--- src/rtl/button_conditioner.sv ---
`default_nettype none
// ============================================================================
//  Module   : button_conditioner
//  Purpose  : Per-channel synchroniser, debouncer, edge detector and
//             optional auto-repeat for raw push-buttons and switches.
//  Revision : 1.0  initial release
// ============================================================================

module button_conditioner #(
  parameter int unsigned N_CH            = 5,
  parameter int unsigned DEBOUNCE_CYCLES = 1_000_000,
  parameter int unsigned REPEAT_DELAY    = 50_000_000,
  parameter int unsigned REPEAT_PERIOD   = 10_000_000,
  parameter int unsigned CNT_W           = $clog2(
    ((DEBOUNCE_CYCLES > REPEAT_DELAY)
       ? ((DEBOUNCE_CYCLES > REPEAT_PERIOD) ? DEBOUNCE_CYCLES : REPEAT_PERIOD)
       : ((REPEAT_DELAY    > REPEAT_PERIOD) ? REPEAT_DELAY    : REPEAT_PERIOD)) + 1)
) (
  input  logic            clk_100mhz,
  input  logic            reset,
  input  logic [N_CH-1:0] btn_in,
  input  logic [N_CH-1:0] repeat_en,
  output logic [N_CH-1:0] clean_out,
  output logic [N_CH-1:0] press_pulse,
  output logic [N_CH-1:0] release_pulse,
  output logic [N_CH-1:0] held_out
);

  localparam logic [1:0] c_st_idle      = 2'd0;
  localparam logic [1:0] c_st_pressed   = 2'd1;
  localparam logic [1:0] c_st_repeating = 2'd2;

  localparam logic [CNT_W-1:0] c_deb_last = CNT_W'(DEBOUNCE_CYCLES - 1);
  localparam logic [CNT_W-1:0] c_dly_last = CNT_W'(REPEAT_DELAY - 1);
  localparam logic [CNT_W-1:0] c_per_last = CNT_W'(REPEAT_PERIOD - 1);
  localparam logic [CNT_W-1:0] c_cnt_one  = CNT_W'(1);

  genvar ch;
  for (ch = 0; ch < int'(N_CH); ch++) begin : g_ch
    logic             s1_q, s2_q;
    logic             clean_q, clean_d;
    logic [CNT_W-1:0] dcnt_q, dcnt_d;
    logic [CNT_W-1:0] rcnt_q, rcnt_d;
    logic [1:0]       state_q, state_d;
    logic             press_q, press_d;
    logic             release_q, release_d;
    logic             held_q, held_d;
    logic             w_accept, w_rise, w_fall, w_rep_fire;

    // Acceptance fires on the edge where s2 has disagreed for DEBOUNCE_CYCLES edges
    assign w_accept = (s2_q != clean_q) && (dcnt_q == c_deb_last);
    assign w_rise   = w_accept &  s2_q;
    assign w_fall   = w_accept & ~s2_q;

    always_comb begin
      clean_d = clean_q;
      dcnt_d  = dcnt_q;
      if (s2_q == clean_q) begin
        dcnt_d = '0;
      end else if (w_accept) begin
        clean_d = s2_q;
        dcnt_d  = '0;
      end else begin
        dcnt_d = dcnt_q + c_cnt_one;
      end
    end

    always_ff @(posedge clk_100mhz) begin
      if (reset) begin
        s1_q      <= 1'b0;
        s2_q      <= 1'b0;
        clean_q   <= 1'b0;
        dcnt_q    <= '0;
        press_q   <= 1'b0;
        release_q <= 1'b0;
        held_q    <= 1'b0;
      end else begin
        s1_q      <= btn_in[ch];
        s2_q      <= s1_q;
        clean_q   <= clean_d;
        dcnt_q    <= dcnt_d;
        press_q   <= press_d;
        release_q <= release_d;
        held_q    <= held_d;
      end
    end

    always_ff @(posedge clk_100mhz) begin
      if (reset) begin
        state_q <= c_st_idle;
        rcnt_q  <= '0;
      end else begin
        state_q <= state_d;
        rcnt_q  <= rcnt_d;
      end
    end

    always_comb begin
      state_d    = state_q;
      rcnt_d     = rcnt_q;
      w_rep_fire = 1'b0;
      case (state_q)
        c_st_idle: begin
          rcnt_d = '0;
          if (w_rise) state_d = c_st_pressed;
        end
        c_st_pressed: begin
          if (!repeat_en[ch]) begin
            rcnt_d = '0;
          end else if (rcnt_q == c_dly_last) begin
            w_rep_fire = 1'b1;
            rcnt_d     = '0;
            state_d    = c_st_repeating;
          end else begin
            rcnt_d = rcnt_q + c_cnt_one;
          end
        end
        c_st_repeating: begin
          if (!repeat_en[ch]) begin
            rcnt_d  = '0;
            state_d = c_st_pressed;
          end else if (rcnt_q == c_per_last) begin
            w_rep_fire = 1'b1;
            rcnt_d     = '0;
          end else begin
            rcnt_d = rcnt_q + c_cnt_one;
          end
        end
        default: begin
          rcnt_d  = '0;
          state_d = c_st_idle;
        end
      endcase
      // A release always wins over a repeat falling due on the same edge
      if (w_fall) begin
        state_d = c_st_idle;
        rcnt_d  = '0;
      end
    end

    always_comb begin
      press_d   = w_rise | (w_rep_fire & ~w_fall);
      release_d = w_fall;
      held_d    = (state_q == c_st_repeating);
    end

    assign clean_out[ch]     = clean_q;
    assign press_pulse[ch]   = press_q;
    assign release_pulse[ch] = release_q;
    assign held_out[ch]      = held_q;
  end

endmodule

`default_nettype wire

--- config.mk ---
export PLATFORM = sky130hd
export DESIGN_NAME = button_conditioner
export DESIGN_NICKNAME = d
export VERILOG_FILES = /design/src/rtl/button_conditioner.sv
export SDC_FILE = /design/constraint.sdc
export NUM_CORES = 1
export LEC_CHECK = 0
export ABC_AREA = 1
export BUFFER_PORTS_ARGS = -buffer_cell sky130_fd_sc_hd__buf_4
export CAP_MARGIN = 10
export CORE_MARGIN = 4
export CORE_UTILIZATION = 68
export DETAILED_ROUTE_END_ITERATION = 12
export GPL_ROUTABILITY_DRIVEN = 0
export MAX_ROUTING_LAYER = met4
export PLACE_DENSITY = 0.85
export SKIP_LAST_GASP = 1
export SYNTH_ARGS = -nofsm -noshare
export SYNTH_HDL_FRONTEND = slang
export SYNTH_SLANG_ARGS = --single-unit
--- constraint.sdc ---
create_clock -name clk_100mhz -period 5.4 [get_ports clk_100mhz]
set_input_delay 0.54 -clock clk_100mhz [delete_from_list [all_inputs] [get_ports clk_100mhz]]
set_output_delay 0.54 -clock clk_100mhz [all_outputs]
set_load 0.03 [all_outputs]
==> flow_summary.yaml <==
cts:
  clkSinkCount: 300
  cts_tree: "done"
  post_cts.repair.setup_buffers: 0
  postCtsHoldBufs: 0
  root_buffer: "sky130_fd_sc_hd__clkbuf_16"
  worst_setup_hold_path_clk_slew_ps: 60
  postCtsResizedCells: 0
  clock_latency_ps: 560
  num_cts_buffers: 31
  ctsLongestPathBuffers: 3
  cts.htree.levels: 1
yosys:
  synth_enable_flop_cells: 0
  synthesis.yosys.warnings: 0
  yosys_register_bits: 300
  synthArstFlopShare_pct: 0
  synth.yosys.seq_area_share_pct: 38.7
  yosysTopAreaCell: "sky130_fd_sc_hd__dfxtp_1"
  postSynthAreaPerCell_um2: 6.79
  netlist_top_cells_count: "519 x sky130_fd_sc_hd__nor2_1, 495 x sky130_fd_sc_hd__nand2_1, 300 x sky130_fd_sc_hd__dfxtp_1"
  synth_flop_cell: "sky130_fd_sc_hd__dfxtp_1"
  synth_top_cell_area_share_pct: 38.7
  post_synth_inst_count: 2285
  post_synth_instance_area_um2: 15500
  yosys-top-cells-area: "sky130_fd_sc_hd__dfxtp_1 39%, sky130_fd_sc_hd__nor2_1 13%, sky130_fd_sc_hd__nand2_1 12%"
  post-synth-top-count-cell: "sky130_fd_sc_hd__nor2_1"
  synth.lib_cells_used.distinct: 40
  postSynthNetCount: 2325
placed_design:
  port_buffers: 31
  dp.final_hpwl_um: 23900
hold_path:
  hold_path_end: "g_ch[3].s1_q$_SDFF_PP0_"
  min-delay-start: "btn_in[3]"
  timing.hold.worst_path_depth: 3
  holdCritPathClass: "in -> reg"
timing:
  worstMarginPinSlew_ps: 1050
  timing.slew.headroom_pct: 29.9
  period_minus_slack_ps: 2530
  timing.fmax_ghz: 0.395
  slew_violations: 0
  finalCritPeriodShare_pct: 46.9
  fin_worst_hold_slack_ps: 207
  setup_skew_after_layout_ps: 22.9
  rsz0062_at_grt: "no"
  timing_hold_violations_final: 0
  setup_viol: 0
  setup_tns_ps: 0
floorplan:
  die-height_um: 159
  floorplan.die.width_um: 159
  num_rows: 54
  design.die.area_um2: 25300
  start_util_pct: 70.2
  core_outline_area_um2: 22100
  boundaryPins: 32
pwr:
  power.density_nw_per_um2: 269
  power.static_leakage_nw: 5.80
  vdd_drop_max_mv: 0.264
worst_setup_path:
  regToRegEndpoint: "g_ch[1].dcnt_q[3]$_SDFF_PP0_"
  ff2ff_setup_slack_ps: 2870
  cp-end-kind: "flip-flop"
  worst-endpoint-arrival_ps: 2990
  regToRegStartpoint: "g_ch[1].dcnt_q[0]$_SDFF_PP0_"
  timing.critical_path.fanout_max: 20
  start_kind: "flip-flop"
  worst_r2r_path_depth: 9
  timing_worst_setup_path_type: "reg -> reg"
  worstPathRequired_ps: 5860
detailed_routing:
  dr_total_vias: 14000
  drt-pass1-iter-count: 7
  drt-vias-per-instance: 5.35
  postRouteWirelength_um: 32900
  drt_iter0_markers: 970
  drcViolationCount: 0
  route.detailed.wl_per_inst_um: 12.6
  antenna_left: 0
grt:
  globalRouteOverflowTotal: 0
  grt_first_pass_wirelength_um: 56900
  overall_fraction_of_global_route_tracks_in_use_pct: 25.9
  grt_pass1_vias: 13100
  antenna_violations_before_repair: 0
  largest_net_degree_at_the_start_of_global_routing: 27
run:
  number_of_max_cap_violations: 0
layout:
  n_antenna_cell: 0
  nNetsFinal: 2344
  area_delta_synth_final_pct: 8.63
  drive_gt1_share_pct: 5.33
run_status:
  run_status: "finished, final reports clean"
[routing by layer]
layer | track usage, % | part of all wire (%)
met5 | - | 0
met4 | 6.71 | 2.1
met3 | 3.08 | 5.0
met2 | 43.6 | 47
met1 | 33.5 | 46
[per-stage QoR]
step	cells	power (mW)	instance area [um^2]	worst slack, ps	utilization (%)
CTS	2608	4.56	16800	2920	76.2
global placement	2551	2.31	15700	2760	71.3
detailed placement	2551	2.31	15700	2670	71.3
finish	2608	4.53	16800	2870	76.2
floorplan	2285	2.29	15500	3650	-
global route	2608	4.66	16800	2710	76.2
[sequential cells by signal (all words and copies together) (netlist names)]
signal and flops:
g_ch.s1_q 5, g_ch.s2_q 5, g_ch.dcnt_q 130, g_ch.press_q 5, g_ch.state_q 10, g_ch.clean_q 5, g_ch.rcnt_q 130, g_ch.release_q 5
g_ch.held_q 5
[critical path: stages (launching register included)]
cell,delay [ps]
sky130_fd_sc_hd__dfxtp_1,350
sky130_fd_sc_hd__ha_1,210
sky130_fd_sc_hd__nand3_2,140
sky130_fd_sc_hd__nor2_4,180
sky130_fd_sc_hd__inv_1,90
sky130_fd_sc_hd__nor2_1,170
sky130_fd_sc_hd__nand2_1,140
sky130_fd_sc_hd__nand3_1,610
sky130_fd_sc_hd__inv_1,300
sky130_fd_sc_hd__and3_1,240
[cells in the final DEF, fill, tap and decap left out, types with 7 or more instances in the layout]
master,n
sky130_fd_sc_hd__nor3_1,77
sky130_fd_sc_hd__nand3b_1,8
sky130_fd_sc_hd__xnor2_1,38
sky130_fd_sc_hd__xor2_1,95
sky130_fd_sc_hd__nand3_1,121
sky130_fd_sc_hd__nor4_1,7
sky130_fd_sc_hd__clkbuf_16,31
sky130_fd_sc_hd__buf_4,31
sky130_fd_sc_hd__o21ai_0,35
sky130_fd_sc_hd__nand4_1,82
sky130_fd_sc_hd__a21oi_1,80
sky130_fd_sc_hd__ha_1,28
sky130_fd_sc_hd__nand2_1,495
sky130_fd_sc_hd__clkbuf_1,7
sky130_fd_sc_hd__nor3b_1,17
sky130_fd_sc_hd__nor2_1,519
sky130_fd_sc_hd__dfxtp_1,300
sky130_fd_sc_hd__inv_1,273
sky130_fd_sc_hd__or2_2,16
[how the worst max path moves through the flow]
stage,startpoint,depth (start not counted),end,slack [ps]
floorplan,g_ch[0].dcnt_q[0]$_SDFF_PP0_,11,g_ch[0].rcnt_q[12]$_SDFF_PP0_,3650
global placement,reset,5,g_ch[1].dcnt_q[3]$_SDFF_PP0_,2760
detailed placement,reset,5,g_ch[1].dcnt_q[3]$_SDFF_PP0_,2670
CTS,g_ch[1].dcnt_q[0]$_SDFF_PP0_,10,g_ch[1].dcnt_q[12]$_SDFF_PP0_,2920
global route,g_ch[1].dcnt_q[0]$_SDFF_PP0_,10,g_ch[1].dcnt_q[12]$_SDFF_PP0_,2710
finish,g_ch[1].dcnt_q[0]$_SDFF_PP0_,9,g_ch[1].dcnt_q[3]$_SDFF_PP0_,2870
[cell families (layout without fill, tap and decap cells)]
kind of cell / Yosys count / after routing / share of synthesized area, %
compound gates: 130 / 130 / 4.43
xor+xnor: 133 / 133 / 7.51
fa+ha+maj: 28 / 28 / 2.26
buf+inv: 324 / 367 / 8.96
flops: 300 / 300 / 38.7
simple gates: 1370 / 1370 / 38.1
[report_power, final]
part / switching, mW / leakage [nW] / internal [mW]
sequential: 0.00345 / 2.42 / 2.22
combinational: 0.0267 / 2.84 / 0.0117
clock: 0.864 / 0.539 / 1.41
[layout make-up]
class / instances / area (um^2)
fillers: 1730 / 5250
flip-flops and latches: 300 / 6010
clock inverters: 14 / 226
clock buffers: 43 / 871
inverters: 279 / 1050
repair buffers: 31 / 233
well taps: 280 / 350
multi-input cells: 1661 / 8110
Note: power is estimated with default switching activity, not from simulation.
